==> src/rtl/fault_trip_pkg.sv <==
// fault_trip_pkg: shared state encoding, first-fault width and lowest-index encoder
package fault_trip_pkg;
  localparam int FF_W = 4;
  typedef enum logic [1:0] {RUN = 2'd0, LOCK = 2'd1, CLEAR = 2'd2, VERIFY = 2'd3} state_t;
  function automatic logic [FF_W-1:0] lowest_idx(input logic [14:0] v);
    lowest_idx = '0;
    for (int i = 14; i >= 0; i--) if (v[i]) lowest_idx = FF_W'(i + 1);
  endfunction
endpackage

==> src/rtl/us_tick_sync.sv <==
// us_tick_sync: synchronizes the async 1 us strobe and emits a one-clock tick on its falling edge
module us_tick_sync (
  input  logic clk,
  input  logic rst_n,
  input  logic time_1us,
  output logic tick
);
  logic s1, s2, s3;
  // two-flop synchronizer plus one delay stage for edge detection
  always_ff @(posedge clk or negedge rst_n)
    if (!rst_n) {s1, s2, s3} <= '0;
    else {s1, s2, s3} <= {time_1us, s1, s2};
  assign tick = s3 & ~s2;
endmodule

==> src/rtl/fault_trip_ctrl.sv <==
// fault_trip_ctrl: trips PWM blocking on masked faults, enforces lockout and timed detector clear
module fault_trip_ctrl
  import fault_trip_pkg::*;
#(
  parameter int N_FAULT        = 8,
  parameter int HOLD_US        = 1000,
  parameter int RST_PULSE_CLKS = 4,
  parameter int VERIFY_CLKS    = 2
) (
  input  logic               clk,
  input  logic               rst_n,
  input  logic               time_1us,
  input  logic [N_FAULT-1:0] fault_in,
  input  logic [N_FAULT-1:0] fault_mask,
  input  logic               reset_req,
  output logic               reset_unit,
  output logic               pwm_block,
  output logic [N_FAULT-1:0] fault_vec,
  output logic [FF_W-1:0]    first_fault,
  output logic [15:0]        trip_cnt,
  output logic [1:0]         state
);
  localparam int HW = $clog2(HOLD_US + 1);
  localparam int PMAX = RST_PULSE_CLKS > VERIFY_CLKS ? RST_PULSE_CLKS : VERIFY_CLKS;
  localparam int PW = $clog2(PMAX + 1);
  state_t st, st_d;
  logic [HW-1:0] hold_cnt, hold_d;
  logic [PW-1:0] cnt, cnt_d;
  logic [N_FAULT-1:0] act, fv_d;
  logic [14:0] act_w;
  logic [FF_W-1:0] ff_d;
  logic [15:0] tc_d;
  logic any, tick, req_q, req_edge, pwm_d, ru_d;
  us_tick_sync u_tick (.clk(clk), .rst_n(rst_n), .time_1us(time_1us), .tick(tick));
  assign act = fault_in & fault_mask;
  assign any = |act;
  assign req_edge = reset_req & ~req_q;
  assign state = st;
  // widen the active vector to the encoder's fixed width
  always_comb begin
    act_w = '0;
    act_w[N_FAULT-1:0] = act;
  end
  // next-state and next-output logic for the protection FSM
  always_comb begin
    st_d = st;
    cnt_d = cnt;
    hold_d = hold_cnt;
    pwm_d = pwm_block;
    ru_d = reset_unit;
    fv_d = fault_vec | act;
    ff_d = first_fault;
    tc_d = trip_cnt;
    case (st)
      RUN: begin
        pwm_d = any;
        fv_d = any ? act : fault_vec;
        if (any) begin
          st_d = LOCK;
          ff_d = lowest_idx(act_w);
          hold_d = '0;
          tc_d = trip_cnt == 16'hFFFF ? trip_cnt : trip_cnt + 16'd1;
        end
      end
      LOCK: begin
        pwm_d = 1'b1;
        if (tick && hold_cnt < HW'(HOLD_US)) hold_d = hold_cnt + HW'(1);
        if (req_edge && hold_cnt >= HW'(HOLD_US)) begin
          st_d = CLEAR;
          ru_d = 1'b1;
          cnt_d = '0;
        end
      end
      CLEAR: begin
        cnt_d = cnt + PW'(1);
        if (cnt == PW'(RST_PULSE_CLKS - 1)) begin
          st_d = VERIFY;
          ru_d = 1'b0;
          cnt_d = '0;
        end
      end
      default: begin
        cnt_d = cnt + PW'(1);
        if (cnt == PW'(VERIFY_CLKS - 1)) begin
          cnt_d = '0;
          st_d = any ? LOCK : RUN;
          pwm_d = any;
          hold_d = any ? '0 : hold_cnt;
        end
      end
    endcase
  end
  // state and registered outputs; reset lands in LOCK with lockout already served
  always_ff @(posedge clk or negedge rst_n)
    if (!rst_n) begin
      st <= LOCK;
      cnt <= '0;
      hold_cnt <= HW'(HOLD_US);
      pwm_block <= 1'b1;
      reset_unit <= 1'b0;
      fault_vec <= '0;
      first_fault <= '0;
      trip_cnt <= '0;
      req_q <= 1'b0;
    end else begin
      st <= st_d;
      cnt <= cnt_d;
      hold_cnt <= hold_d;
      pwm_block <= pwm_d;
      reset_unit <= ru_d;
      fault_vec <= fv_d;
      first_fault <= ff_d;
      trip_cnt <= tc_d;
      req_q <= reset_req;
    end
endmodule

==> config.mk <==
export PLATFORM = sky130hd
export DESIGN_NAME = fault_trip_ctrl
export DESIGN_NICKNAME = d
export VERILOG_FILES = /design/src/rtl/fault_trip_pkg.sv /design/src/rtl/us_tick_sync.sv /design/src/rtl/fault_trip_ctrl.sv
export SDC_FILE = /design/constraint.sdc
export NUM_CORES = 1
export LEC_CHECK = 0
export BUFFER_PORTS_ARGS = -buffer_cell sky130_fd_sc_hd__buf_2
export CAP_MARGIN = 20
export CORE_ASPECT_RATIO = 0.7
export CORE_UTILIZATION = 42
export CTS_CLUSTER_SIZE = 20
export DETAILED_ROUTE_END_ITERATION = 10
export GPL_ROUTABILITY_DRIVEN = 1
export PLACE_DENSITY_LB_ADDON = 0.25
export RECOVER_POWER = 25
export SYNTH_ARGS = -nofsm -noshare
export SYNTH_HDL_FRONTEND = slang
export SYNTH_HIERARCHICAL = 1
export SYNTH_SLANG_ARGS = --single-unit
==> constraint.sdc <==
create_clock -name clk -period 2.4 [get_ports clk]
set_clock_uncertainty 0.15 [all_clocks]
set_input_delay 0.12 -clock clk [delete_from_list [all_inputs] [get_ports clk]]
set_output_delay 0.12 -clock clk [all_outputs]
set_load 0.005 [all_outputs]
==> impl_metrics.env, run 1 <==
export IMPL_status="complete, no violations"
export IMPL_maxCapViolCount=0
export IMPL_dp_slack_ns=0.123
export IMPL_synth_async_reset_ratio=1.00
export IMPL_hp_start="fault_in[1]"
export IMPL_setup_tns_ns=0
export IMPL_rows=23
export IMPL_pwr_share_seq=0.393
export IMPL_antenna_found_initial=0
export IMPL_cts_buffer_depth=2
export IMPL_min_path_cells=4
export IMPL_leakage_nw=1.44
export IMPL_slowest_stage="dfstp_2"
export IMPL_start_util=0.437
export IMPL_slowest_delay_ns=0.58
export IMPL_synth_edf_count=0
export IMPL_relSlewSlack=0.194
export IMPL_final_core_util=0.555
export IMPL_syn_area_sq_mm=0.00251
export IMPL_tightest_slew_ns=1.21
export IMPL_synth_warnings=6
export IMPL_die_area_sq_mm=0.00631
export IMPL_dp_hpwl_mm=3.81
export IMPL_cts_tree="yes"
export IMPL_postLayoutCellArea_sq_mm=0.00319
export IMPL_synth_area_leader_cell="dfrtp_1"
export IMPL_hp_class="input pin to register"
export IMPL_yosys_area_share_simple=0.183
export IMPL_viasPerCell=5.25
export IMPL_rsz0062_at_grt="false"
export IMPL_cp_data_required_time_ns=2.44
export IMPL_min_period_over_period=0.958
export IMPL_port_buffers=51
export IMPL_die_x_microns=94.5
export IMPL_grt_total_usage=0.200
export IMPL_synth_avg_cell_area_sq_um=10.4
export IMPL_area_growth_pct=27.0
export IMPL_grt_pass1_wl_mm=9.49
export IMPL_clock_latency_ns=0.31
export IMPL_drc=0
export IMPL_drt_iter0_drc=132
export IMPL_cts_buffers=5
export IMPL_clk_pin_slew_worst_paths_ns=0.09
export IMPL_drive_gt1_frac=0.275
export IMPL_first_pass_iters=4
export IMPL_final_max_slew_viol_count=0
export IMPL_vdd_ir_drop_max_uv=482
export IMPL_yosys_top_cells_area="dfrtp_1 41%, dfstp_2 8.4%, ha_1 6.0%, nand2_1 4.6%, o21ai_0 3.4%"
export IMPL_ys_flop_type="dfrtp_1"
export IMPL_cp_cell_sequence="nand4_2 > or4b_4 > a21boi_2 > and3_4 > mux2_4"
export IMPL_grt_ovfl_total=0
export IMPL_synth_fp_nets=273
export IMPL_synth_xor_area_share=0.0418
export IMPL_diodes=0
export IMPL_yosysTopAreaCellShare=0.408
export IMPL_die_y_microns=66.7
export IMPL_postCtsSetupBuffers=0
export IMPL_synthAdderAreaFrac=0.0597
export IMPL_cp_end_kind="register"
export IMPL_reg2reg_from="hold_cnt[5]"
export IMPL_synth_compound_area_frac=0.164
export IMPL_path_max_fanout=5
export IMPL_cts_resized=0
export IMPL_intPower_mw=2.06
export IMPL_fin_ws_ns=0.101
export IMPL_hold_viol=0
export IMPL_synth_top_family_by_area="simple AND/OR/NAND/NOR gates"
export IMPL_muxShareOfSynthArea=0.0289
export IMPL_gp_congestion=0.760
export IMPL_p_per_area_mw_per_mm2=1010
export IMPL_start_kind="register"
export IMPL_post_dp_cell_area_sq_mm=0.00288
export IMPL_cts_root_buf="clkbuf_8"
export IMPL_switchingPower_mw=1.17
export IMPL_ctsHtreeMaxLevel=2
export IMPL_syn_inst=241
export IMPL_ant_nets=0
export IMPL_yosysUniqueCellTypes=54
export IMPL_r2r_end="state[1]"
export IMPL_core_area_sq_mm=0.00576
export IMPL_synth_seq_area_share=0.492
export IMPL_post_drt_wl_per_cell_microns=14.0
export IMPL_boundaryPins=52
export IMPL_setup_violations=0
export IMPL_clock_sinks=49
export IMPL_crit_type="register to register"
export IMPL_wl_mm=5.54
export IMPL_grt_max_degree=50
export IMPL_fmax_mhz=435
export IMPL_ys_ff_latch=49
export IMPL_p_sw_frac=0.361
export IMPL_r2r_worst_path_cells=5
export IMPL_cp_arrival_ns=2.34
export IMPL_p_total_mw=3.23
export IMPL_layout_nets=351
export IMPL_combPwrFrac=0.416
export IMPL_grt_pass1_vias=1927
export IMPL_period_needed_ns=2.30
export IMPL_holdPathEnd="first_fault[0]"
export IMPL_clkPwrFrac=0.190
export IMPL_vias=2073
export IMPL_reg2reg_slack_ns=0.10
[Yosys cell counts, types with 2 or more instances]
cell	n
a21oi_1	8
a22o_1	4
a22oi_1	3
a31oi_1	3
a32o_1	2
and2_1	3
and3_1	3
and4_4	2
buf_4	2
clkbuf_1	3
dfrtp_1	41
dfstp_2	8
ha_1	12
inv_1	12
mux2_2	2
mux2_4	2
mux2i_1	2
nand2_1	31
nand2b_1	4
nand3_1	13
nand4_1	6
nor2_1	5
nor2b_1	3
nor3_1	3
nor4_1	3
o21a_1	2
o21ai_0	17
o31ai_1	4
o41ai_1	2
or2_2	2
xnor2_1	8
xor2_1	4
[per-stage QoR]
stage	hold WS (ns)	instances
floorplan	-0.326	241
global placement	0.0827	367
finish	0.0834	395
CTS	0.0747	395
global route	0.103	395
detailed placement	0.0851	367
[power groups by stage]
stage	Clock (mW)	Sequential, mW	Combinational (mW)
floorplan	0	1.26	0.879
global placement	0	1.28	1.30
detailed placement	0	1.28	1.32
CTS	0.631	1.27	1.35
global route	0.669	1.31	1.52
finish	0.616	1.27	1.35
[kinds of logic after synthesis]
| logic type | after synthesis |
|---|---|
| DFF | 49 |
| buffers and inverters | 19 |
| adders and majority gates | 12 |
| xor gates and xnor gates | 12 |
| AOI/OAI and AO/OA | 58 |
| and+or+nand+nor | 85 |
| muxes | 6 |
[flip-flops by register name, indices dropped and copies added, names as in the netlist, 2 cells and up]
| register | count |
|---|---|
| cnt | 3 |
| first_fault | 4 |
| hold_cnt | 10 |
| state | 2 |
| fault_vec | 8 |
| trip_cnt | 16 |
[worst max-delay path, delay by kind of cell (launching register included)]
family | cells | cell delay, ns
mux | 1 | 0.29
compound gates | 1 | 0.21
flops | 1 | 0.58
simple gates | 3 | 0.96
[layout by cell type, fill, tap and decap left out, types with 2 or more instances in the layout]
cell type,synthesis,layout
mux2_4,2,2
nor2b_1,3,3
o41ai_1,2,2
xor2_1,4,4
mux2_2,2,2
o21ai_0,17,17
o21a_1,2,2
nand4_1,6,6
a31oi_1,3,3
ha_1,12,12
mux2i_1,2,2
dfstp_2,8,8
and3_1,3,3
a22oi_1,3,3
inv_1,12,12
and2_1,3,3
dfrtp_1,41,41
o31ai_1,4,4
clkbuf_8,0,6
nor4_1,3,3
and4_4,2,2
dlygate4sd3_1,0,20
or2_2,2,2
nand2_1,31,31
nor2_1,5,5
xnor2_1,8,8
a21oi_1,8,8
buf_4,2,6
nand2b_1,4,4
nand3_1,13,13
a22o_1,4,4
buf_2,1,49
nor3_1,3,3
clkbuf_1,3,3
a32o_1,2,2
[cell type report]
class	instances	area, sq um
fillers	525	2560
flip-flops and latches	49	1240
multi-input cells	173	1200
repair buffers	78	503
well taps	75	93.8
clock buffers	7	86.3
inverters	12	45.0
clock inverters	1	30.0
[worst max-delay path by stage]
stage                           start  endpoint  slack [ns]  cells past startpoint
after floorplan           hold_cnt[5]  state[1]        0.24                      5
after global placement    hold_cnt[5]  state[1]        0.15                      5
after detailed placement  hold_cnt[5]  state[1]        0.12                      5
after CTS                 hold_cnt[5]  state[1]        0.09                      5
after global routing      hold_cnt[6]  state[1]      0.0008                      5
final                     hold_cnt[5]  state[1]        0.10                      5
[layer usage]
| layer | track usage | vias up | share of wire |
|---|---|---|---|
| met5 | 0 | - | 0 |
| met4 | 0.0587 | 0 | 0.0099 |
| met3 | 0.0605 | 5 | 0.044 |
| met2 | 0.280 | 46 | 0.42 |
| met1 | 0.293 | 994 | 0.52 |
| li1 | - | 1028 | - |
[timing repair]
| action | 4_1_cts | 5_1_grt |
|---|---|---|
| endpoints found under the setup margin | 0 | 0 |
| hold endpoints to repair | 52 | 0 |
| hold buffers | 20 | 0 |
(Power assumes the default switching activity.)
==> run 2: changes to the inputs <==
BUFFER_PORTS_ARGS = not set   (was -buffer_cell sky130_fd_sc_hd__buf_2)
DONT_BUFFER_PORTS = 1   (was not set)
==> run 2 against run 1 <==
Effect of this change:
- critical endpoint is now fault_vec[6]
- power is 6.0% lower
- design area fell by 7.4%
- critical path type is now input pin to register
- largest cell class unchanged
- wire length is 5.4% higher
- via count down 5.7%
==> impl_metrics.env, run 2 (same netlist as run 1, synthesis figures left out) <==
export IMPL_r2r_worst_path_cells=7
export IMPL_vias=1955
export IMPL_drive_gt1_frac=0.147
export IMPL_setup_tns_ns=0
export IMPL_core_area_sq_mm=0.00576
export IMPL_nFillCells=559
export IMPL_status="complete, no violations"
export IMPL_clk_pin_slew_worst_paths_ns=0.09
export IMPL_crit_type="input pin to register"
export IMPL_seq_area_sq_mm=0.00124
export IMPL_rsz0062_at_grt="false"
export IMPL_ctsHtreeMaxLevel=2
export IMPL_reg2reg_slack_ns=0.13
export IMPL_dp_hpwl_mm=3.86
export IMPL_regMostFlops="trip_cnt"
export IMPL_drt_iter0_drc=114
export IMPL_slowest_stage="dlygate4sd3_1"
export IMPL_leakage_nw=1.24
export IMPL_cp_arrival_ns=2.38
export IMPL_min_period_over_period=0.949
export IMPL_die_y_microns=66.7
export IMPL_cts_buffer_depth=2
export IMPL_r2r_end="fault_vec[6]"
export IMPL_clock_sinks=49
export IMPL_cts_root_buf="clkbuf_8"
export IMPL_grt_total_usage=0.207
export IMPL_gp_congestion=0.726
export IMPL_post_dp_cell_area_sq_mm=0.00262
export IMPL_grt_ovfl_total=0
export IMPL_start_kind="input pin"
export IMPL_largest_reg_flops=16
export IMPL_reg2reg_from="state[1]"
export IMPL_slowest_delay_ns=0.57
export IMPL_path_max_fanout=12
export IMPL_wl_mm=5.83
export IMPL_multi_input_area_sq_mm=0.00120
export IMPL_p_total_mw=3.04
export IMPL_layout_nets=304
export IMPL_die_area_sq_mm=0.00631
export IMPL_area_growth_pct=17.6
export IMPL_cts_tree="yes"
export IMPL_relSlewSlack=0.195
export IMPL_cp_cell_sequence="dlygate4sd3_1 > a22oi_1 > a41o_2 > buf_4 > a22o_1 > dlygate4sd3_1"
export IMPL_maxCapViolCount=0
export IMPL_period_needed_ns=2.28
export IMPL_hp_class="input pin to register"
export IMPL_start_util=0.437
export IMPL_cp_data_required_time_ns=2.50
export IMPL_cp_end_kind="register"
export IMPL_antenna_found_initial=0
export IMPL_final_core_util=0.514
export IMPL_min_path_cells=3
export IMPL_ant_nets=0
export IMPL_die_x_microns=94.5
export IMPL_postCtsSetupBuffers=0
export IMPL_grt_max_degree=50
export IMPL_hold_viol=0
export IMPL_crit_path_start="fault_mask[4]"
export IMPL_crit_path_frequent_cell="dlygate4sd3_1"
export IMPL_post_drt_wl_per_cell_microns=16.8
export IMPL_p_per_area_mw_per_mm2=1030
export IMPL_drc=0
export IMPL_crit_family="buffers and inverters"
export IMPL_holdPathEnd="first_fault[1]"
export IMPL_final_max_slew_viol_count=0
export IMPL_first_pass_iters=7
export IMPL_grt_pass1_wl_mm=9.69
export IMPL_layout_common_cells="40 x dfrtp_1, 31 x nand2_1, 24 x dlygate4sd3_1"
export IMPL_mostFrequentLayoutCell="dfrtp_1"
export IMPL_tightest_slew_ns=1.21
export IMPL_boundaryPins=52
export IMPL_diodes=0
export IMPL_port_buffers=0
export IMPL_hp_start="fault_in[2]"
export IMPL_vdd_ir_drop_max_uv=651
export IMPL_cts_buffers=5
export IMPL_critPathBufInv=3
export IMPL_reg_top3="trip_cnt: 16 flops, hold_cnt: 10 flops, fault_vec: 8 flops"
export IMPL_clock_latency_ns=0.31
export IMPL_rows=23
export IMPL_viasPerCell=5.62
export IMPL_setup_violations=0
export IMPL_grt_pass1_vias=2024
export IMPL_fmax_mhz=439
export IMPL_postLayoutCellArea_sq_mm=0.00296
==> run 2: worst max path at each step <==
stage | end | slack [ns] | cells past startpoint
floorplan | state[1] | 0.24 | 5
global placement | state[1] | 0.17 | 5
detailed placement | state[1] | 0.14 | 5
CTS | fault_vec[4] | 0.05 | 7
global route | state[1] | 0.02 | 5
finish | fault_vec[6] | 0.12 | 6
==> run 2: area by class of cell <==
type,count,area share
Sequential cell,49,0.419
Clock buffer,8,0.0305
Timing Repair Buffer,31,0.0982
Inverter,12,0.0152
Tap cell,75,0.0317
Multi-Input combinational cell,173,0.406
==> run 2: power by group <==
part           internal [mW]  leakage (nW)  switching (mW)
sequential              1.07         0.584           0.269
combinational          0.581         0.608           0.622
clock                  0.235        0.0455           0.264
total                   1.88          1.24            1.15
==> run 2: stage by stage <==
stage | hold slack (ns) | std cells | worst slack, ns
5_1_grt | 0.0806 | 348 | 0.0199
4_1_cts | 0.0152 | 348 | 0.0491
3_5_place_dp | -0.323 | 315 | 0.141
3_3_place_gp | -0.323 | 315 | 0.167
6_report | 0.0568 | 348 | 0.122
2_1_floorplan | -0.326 | 241 | 0.237
==> run 2: worst reg2reg max path: stages (launching register included) <==
cell,delay (ns)
dfrtp_2,0.47
inv_1,0.10
ha_1,0.17
inv_1,0.04
a41o_2,0.27
buf_4,0.20
a22o_1,0.21
dlygate4sd3_1,0.56
==> run 2: timing repair <==
| item | 4_1_cts | 5_1_grt |
|---|---|---|
| endpoints found under the setup margin | 0 | 3 |
| resized for setup | 0 | 2 |
| endpoints found under the hold margin | 62 | 0 |
| hold buffers | 25 | 0 |
==> run 2: metal layers <==
metal  wire length [microns]  global-route usage  vias to the layer above
li1                        -                   -                      933
met3                     292              0.0479                        7
met4                      76              0.0682                        0
met5                       0                   0                        -
met2                    2640               0.328                       51
met1                    2830               0.281                      964
